**src/rtl/regfile_wb_arbiter_if.sv**
```systemverilog
// -----------------------------------------------------------------------------
// regfile_wb_arbiter_if
// Writeback request bus shared by all requesters of the register-file write
// port. Requester i occupies bit i of req_valid/req_ready, bits [i*AW +: AW]
// of req_addr and bits [i*DW +: DW] of req_data.
//
// Signals:
//   req_valid  NREQ     per-requester write request
//   req_addr   NREQ*AW  packed destination register addresses
//   req_data   NREQ*DW  packed write data
//   req_ready  NREQ     one-hot grant back to the requesters
//
// Modports:
//   master  requester side (drives valid/addr/data, sees ready)
//   slave   arbiter side   (sees valid/addr/data, drives ready)
// -----------------------------------------------------------------------------
interface regfile_wb_arbiter_if #(
  parameter int NREQ = 3,
  parameter int AW   = 5,
  parameter int DW   = 32
);

  logic [NREQ-1:0]    req_valid;
  logic [NREQ*AW-1:0] req_addr;
  logic [NREQ*DW-1:0] req_data;
  logic [NREQ-1:0]    req_ready;

  modport master (
    output req_valid,
    output req_addr,
    output req_data,
    input  req_ready
  );

  modport slave (
    input  req_valid,
    input  req_addr,
    input  req_data,
    output req_ready
  );

endinterface

```
**src/rtl/regfile_wb_arbiter.sv**
```systemverilog
// -----------------------------------------------------------------------------
// regfile_wb_arbiter
// Shares the single register-file write port (A3/WD3/WE3) between NREQ
// writeback requesters (ALU, load unit, debug). The debug requester is index
// NREQ-1. Requests are granted round-robin with a valid/ready handshake and
// the accepted write is presented to the regfile through a registered output
// stage one cycle later. A halt state machine drains the output stage and then
// admits only the debug requester until halt_req drops.
//
// Ports:
//   clk          clock
//   rst_n        asynchronous active-low reset
//   req          request bus (slave modport): req_valid, req_addr, req_data,
//                req_ready (combinational one-hot grant)
//   rf_we        regfile WE3, registered
//   rf_a3        regfile A3, registered
//   rf_wd        regfile WD3, registered
//   grant_id     index of the last accepted requester, registered
//   halt_req     level request to enter debug-only mode
//   halt_ack     high while the arbiter is halted, registered
//
// Optional feature (macro REGFILE_WB_ARB_STATS_EN):
//   stat_grants  NREQ*16 per-requester saturating transfer counters
//   stat_stalls  16-bit saturating count of cycles with a pending request but
//                no transfer
// -----------------------------------------------------------------------------
module regfile_wb_arbiter #(
  parameter  int NREQ = 3,
  parameter  int AW   = 5,
  parameter  int DW   = 32,
  localparam int IDW  = (NREQ > 1) ? $clog2(NREQ) : 1
) (
  input  logic                  clk,
  input  logic                  rst_n,
  regfile_wb_arbiter_if.slave   req,
  output logic                  rf_we,
  output logic [AW-1:0]         rf_a3,
  output logic [DW-1:0]         rf_wd,
  output logic [IDW-1:0]        grant_id,
  input  logic                  halt_req,
  output logic                  halt_ack
`ifdef REGFILE_WB_ARB_STATS_EN
  ,
  output logic [NREQ*16-1:0]    stat_grants,
  output logic [15:0]           stat_stalls
`endif
);

  typedef enum logic [1:0] {
    RUN    = 2'd0,
    DRAIN  = 2'd1,
    HALTED = 2'd2
  } state_t;

  state_t          state;
  state_t          state_next;
  logic [IDW-1:0]  rr_ptr;
  logic [IDW-1:0]  rr_ptr_next;
  logic [NREQ-1:0] eligible;
  logic            grant_hit;
  logic [IDW-1:0]  grant_idx;
  logic [AW-1:0]   sel_addr;
  logic [DW-1:0]   sel_data;

  // Halt state register; halt_ack is registered from the next state so it is
  // high exactly on the cycles spent in HALTED.
  always_ff @(posedge clk or negedge rst_n) begin
    if (!rst_n) begin
      state    <= RUN;
      halt_ack <= 1'b0;
    end else begin
      state    <= state_next;
      halt_ack <= (state_next == HALTED);
    end
  end

  // DRAIN always lasts one cycle so the write already in the output stage
  // retires before the debug requester gets the port, even if halt_req drops.
  always_comb begin
    state_next = state;
    case (state)
      RUN:     if (halt_req) state_next = DRAIN;
      DRAIN:   state_next = HALTED;
      HALTED:  if (!halt_req) state_next = RUN;
      default: state_next = RUN;
    endcase
  end

  always_comb begin
    eligible = '0;
    case (state)
      RUN:     eligible = '1;
      HALTED:  eligible[NREQ-1] = 1'b1;
      default: eligible = '0;
    endcase
  end

  // Round-robin search starting at rr_ptr. The sum is one bit wider than the
  // pointer so the modulo wrap is a single conditional subtract.
  always_comb begin
    logic [IDW:0]   sum;
    logic [IDW-1:0] idx;
    grant_hit     = 1'b0;
    grant_idx     = '0;
    sum           = '0;
    idx           = '0;
    req.req_ready = '0;
    for (int k = 0; k < NREQ; k++) begin
      sum = {1'b0, rr_ptr} + (IDW+1)'(k);
      if (sum >= (IDW+1)'(NREQ)) begin
        sum = sum - (IDW+1)'(NREQ);
      end
      idx = sum[IDW-1:0];
      if (!grant_hit && eligible[idx] && req.req_valid[idx]) begin
        grant_hit = 1'b1;
        grant_idx = idx;
      end
    end
    if (grant_hit) begin
      req.req_ready[grant_idx] = 1'b1;
    end
  end

  always_comb begin
    sel_addr = '0;
    sel_data = '0;
    for (int i = 0; i < NREQ; i++) begin
      if (grant_idx == IDW'(i)) begin
        sel_addr = req.req_addr[i*AW +: AW];
        sel_data = req.req_data[i*DW +: DW];
      end
    end
  end

  always_comb begin
    if (grant_idx == IDW'(NREQ-1)) begin
      rr_ptr_next = '0;
    end else begin
      rr_ptr_next = grant_idx + IDW'(1);
    end
  end

  // Output stage. A write to x0 is still a completed transfer (pointer and
  // grant_id move on) but must never assert the regfile write enable.
  always_ff @(posedge clk or negedge rst_n) begin
    if (!rst_n) begin
      rf_we    <= 1'b0;
      rf_a3    <= '0;
      rf_wd    <= '0;
      grant_id <= '0;
      rr_ptr   <= '0;
    end else if (grant_hit) begin
      rf_we    <= (sel_addr != '0);
      rf_a3    <= sel_addr;
      rf_wd    <= sel_data;
      grant_id <= grant_idx;
      rr_ptr   <= rr_ptr_next;
    end else begin
      rf_we    <= 1'b0;
    end
  end

`ifdef REGFILE_WB_ARB_STATS_EN
  always_ff @(posedge clk or negedge rst_n) begin
    if (!rst_n) begin
      stat_grants <= '0;
      stat_stalls <= '0;
    end else begin
      for (int i = 0; i < NREQ; i++) begin
        if (grant_hit && grant_idx == IDW'(i) &&
            stat_grants[i*16 +: 16] != 16'hFFFF) begin
          stat_grants[i*16 +: 16] <= stat_grants[i*16 +: 16] + 16'd1;
        end
      end
      if ((|req.req_valid) && !grant_hit && stat_stalls != 16'hFFFF) begin
        stat_stalls <= stat_stalls + 16'd1;
      end
    end
  end
`else
  // Statistics counters are not built in this configuration.
`endif

endmodule

```
**src/flat_wrapper.sv**
```systemverilog
// flat-port wrapper written by rule: the top's interface ports become plain ports
module regfile_wb_arbiter_flat 
#(
  parameter  int NREQ = 3,
  parameter  int AW   = 5,
  parameter  int DW   = 32,
  localparam int IDW  = (NREQ > 1) ? $clog2(NREQ) : 1
)
  (clk, rst_n, rf_we, rf_a3, rf_wd, grant_id, halt_req, halt_ack, req_req_valid, req_req_addr, req_req_data, req_req_ready);
  regfile_wb_arbiter_if #(.NREQ(NREQ), .AW(AW), .DW(DW)) req_i ();
  input  logic clk;
  input  logic rst_n;
  output logic rf_we;
  output logic [AW-1:0] rf_a3;
  output logic [DW-1:0] rf_wd;
  output logic [IDW-1:0] grant_id;
  input  logic halt_req;
  output logic halt_ack;
  input wire logic [$bits(req_i.req_valid)-1:0] req_req_valid;
  input wire logic [$bits(req_i.req_addr)-1:0] req_req_addr;
  input wire logic [$bits(req_i.req_data)-1:0] req_req_data;
  output wire logic [$bits(req_i.req_ready)-1:0] req_req_ready;
  assign req_i.req_valid = req_req_valid;
  assign req_i.req_addr = req_req_addr;
  assign req_i.req_data = req_req_data;
  assign req_req_ready = req_i.req_ready;
  regfile_wb_arbiter #(.NREQ(NREQ), .AW(AW), .DW(DW)) u_core (.clk(clk), .rst_n(rst_n), .req(req_i), .rf_we(rf_we), .rf_a3(rf_a3), .rf_wd(rf_wd), .grant_id(grant_id), .halt_req(halt_req), .halt_ack(halt_ack));
endmodule
```
**config.mk**
```make
export PLATFORM = sky130hd
export DESIGN_NAME = regfile_wb_arbiter_flat
export DESIGN_NICKNAME = d
export VERILOG_FILES = /design/src/rtl/regfile_wb_arbiter_if.sv /design/src/rtl/regfile_wb_arbiter.sv /design/src/flat_wrapper.sv
export SDC_FILE = /design/constraint.sdc
export NUM_CORES = 1
export LEC_CHECK = 0
export CORE_MARGIN = 4
export CORE_UTILIZATION = 35
export CTS_CLUSTER_DIAMETER = 30
export DETAILED_ROUTE_END_ITERATION = 16
export PLACE_DENSITY = 0.82
export SLEW_MARGIN = 10
export SYNTH_ARGS = -nofsm -noshare
export SYNTH_HDL_FRONTEND = slang
export SYNTH_SLANG_ARGS = --single-unit
```
**constraint.sdc**
```tcl
create_clock -name clk -period 3.3 [get_ports clk]
set_input_delay 0.66 -clock clk [delete_from_list [all_inputs] [get_ports clk]]
set_output_delay 0.66 -clock clk [all_outputs]
set_load 0.005 [all_outputs]
```
==> flow_summary_export.csv <==
group,metric,value,unit
critical_path,crit_path_cell_trace,"inv_2, ha_4, or3b_4, a211oi_4, buf_4, nor3_2, o21a_2, or2_4, inv_2, dlygate4sd2_1",
clocking,root_buffer,"clkbuf_8",
yosys,synth_top_area_frac,0.4072,
yosys,syn_area_per_cell,10.89,sq um
yosys,synthCells,254,
sta,post-route-period-util,0.9683,
die,initial_utilization,0.3597,
yosys,yosysWarnings,0,
layout,area_growth,71.00,%
critical_path,crit_fanout,4,
layout,final_cell_mix,"154 x clkdlybuf4s50_1, 45 x dfrtp_1, 37 x mux2i_1",
detailed_routing,drtIter0Drc,66,
critical_path,cp_top_family,"simple AND/OR/NAND/NOR gates",
critical_path,worstPathRequired,2.64,ns
yosys,syn_nets,374,
critical_path,critical_path_class,"reg -> out",
yosys,seq_area_frac_synth,0.4072,
clocking,clkSinkCount,45,
critical_path,cp-end-kind,"primary output",
pwr,p_total,5.116,mW
die,die-area,9387,sq um
yosys,yosys-top-cells-area,"dfrtp_1 41%, mux2i_1 13%, o211ai_1 9.2%, o221a_1 9.0%, o221a_2 4.9%",
sta,tightest_slew,0.9971,ns
yosys,yosysUniqueCellTypes,37,
placed_design,portBuffers,160,
die,io_pins,161,
critical_path,crit_buf_inv,4,
placed_design,post-dp-hpwl,6783,um
sta,fmax,313.0,MHz
layout,num_antenna_cells,0,
clocking,cts_buffers,5,
yosys,synth_area,2765,sq um
yosys,yosysTopAreaCell,"dfrtp_1",
global_routing,grt_max_degree,80,
global_routing,grt_first_pass_wirelength,15100,um
detailed_routing,drt_wl_total,9332,um
global_routing,antenna_found_initial,0,
detailed_routing,wl_per_cell,17.81,um
clocking,insertion_delay,0.29,ns
layout,fill_cells,654,
die,rows,32,
clocking,cts_tree,"done",
critical_path,arrival,2.54,ns
sta,setup_viol,0,
detailed_routing,dr.pass1.iters,4,
flow_run,cap_viol_max_count,0,
worst_hold_path,hold_class,"in -> async",
critical_path,cpMaxStageDelayCell,"dfrtp_1",
layout,final_common_cell,"clkdlybuf4s50_1",
layout,utilization,0.6151,
global_routing,grt_pass1_vias,3004,
clocking,ctsLongestPathBuffers,2,
detailed_routing,vias,2854,
global_routing,grt_usage,0.1934,
pwr,power.leakage,1.785,nW
pwr,p_per_area,1082,nW/um^2
critical_path,timing.critical_path.mode_cell,"inv_2",
global_routing,grt_overflow_total,0,
die,core-area,7687,sq um
yosys,ys_ff_latch,45,
placed_design,gp_congestion,0.8610,
die,die_h,96.89,um
pwr,ir_drop,1.089,mV
layout,layout-drive-gt1-share,0.1493,
layout,nets,541,
critical_path,critPathMaxStageDelay,0.40,ns
clocking,cts-htree-levels,2,
detailed_routing,antenna_left,0,
sta,drv_slew,0,
run_status,status,"completed",
sta,hold_violations,0,
critical_path,crit_path_start_kind,"flop",
die,die_w,96.89,um
sta,min_period,3.195,ns
sta,relSlewSlack,0.3353,
clocking,clkTransAtPathRegs,0.09,ns
detailed_routing,routed_via_density,5.447,
sta,fin_skew,0.01025,ns
detailed_routing,drc,0,
## cell usage after synthesis, drive strengths merged
library cell and number:
or3b 3, and3 1, inv 9, o221ai 1, and2 1, nor2 8
nor4 2, or4 3, o32a 1, nand2b 5, a21boi 1, o21a 1
o22ai 3, nor3 5, buf 12, mux2i 37, or2 1, o21ai 9
nand3 1, nand2 3, o211ai 34, and3b 1, nor3b 2, o311a 5
ha 3, a211oi 1, o221a 34, clkbuf 15, a22o 2, dfrtp 45
a21oi 5
## cells by family (layout without fill, tap and decap cells)
family,Yosys count,count (layout),share of synthesized area
AOI/OAI and AO/OA,97,97,0.3045
DFF,45,45,0.4072
muxes,37,37,0.1339
and+or+nand+nor,36,36,0.07693
buffers and inverters,36,204,0.06380
adders and majority gates,3,3,0.01358
## final cells by class
| cell class | count | area [sq um] | share of cell area |
|---|---|---|---|
| inverter | 9 | 33.78 | 0.007145 |
| clock buffer | 6 | 72.57 | 0.01535 |
| multi-input combinational | 173 | 1536 | 0.3250 |
| tap | 102 | 127.6 | 0.02699 |
| timing repair buffer | 187 | 1793 | 0.3792 |
| clock inverter | 2 | 38.79 | 0.008203 |
| sequential | 45 | 1126 | 0.2382 |
## registers in the layout, summed over array words and instances (netlist names)
| register | flops |
|---|---|
| u_core.rf_wd | 32 |
| u_core.rf_a3 | 5 |
| u_core.grant_id | 2 |
| u_core.rr_ptr | 2 |
| u_core.state | 2 |
| u_core.halt_ack | 1 |
| u_core.rf_we | 1 |
## metrics by stage
step / std cells / setup TNS [ns] / hold WS, ns / worst slack, ns / instance area, sq um
3_3_place_gp: 509 / -0.5745 / 0.5278 / -0.2837 / 4511
3_5_place_dp: 509 / -0.6327 / 0.5351 / -0.3107 / 4511
4_1_cts: 523 / -0.003558 / 0.5546 / -0.003558 / 4681
2_1_floorplan: 254 / 0 / 0.3644 / 0.2395 / 2765
6_report: 524 / 0 / 0.5305 / 0.1047 / 4728
5_1_grt: 524 / -0.002917 / 0.5745 / -0.002917 / 4728
## power breakdown
part           switching, mW  total, mW  leakage (nW)  internal [mW]
registers              0.166       1.04         0.521          0.878
clock network          0.190      0.418        0.0554          0.228
logic                   1.77       3.65          1.21           1.89
total                   2.12       5.12          1.78           2.99
## layer usage
layer  part of all wire  GRT usage  wire (um)
met1               0.42     0.2396       3914
met2               0.52     0.3424       4828
met3              0.049    0.04470        457
met4              0.014    0.04104        131
met5                  0          0          0
## final timing paths
| check | start | end | slack (ns) | depth (start not counted) |
|---|---|---|---|---|
| max in group asynchronous | rst_n | u_core.rf_a3[2] | 2.15 | 1 |
| setup / recovery | u_core.rr_ptr[0] | req_req_ready[2] | 0.10 | 10 |
| min in group clk | u_core.grant_id[1] | u_core.grant_id[1] | 0.55 | 2 |
| setup reg to reg | u_core.rr_ptr[0] | u_core.rf_wd[7] | 0.19 | 14 |
| hold / removal | rst_n | u_core.rf_wd[14] | 0.53 | 1 |
| hold reg to reg | u_core.grant_id[1] | u_core.grant_id[1] | 0.55 | 2 |
## what timing repair did
action | in CTS | in global routing
setup endpoints to repair | 3 | 14
gates resized for setup | 10 | 10
pin swaps | 4 | 3
hold buffers | 0 | 0
setup buffers | 6 | 1
Power figures use the tool's default switching activity.
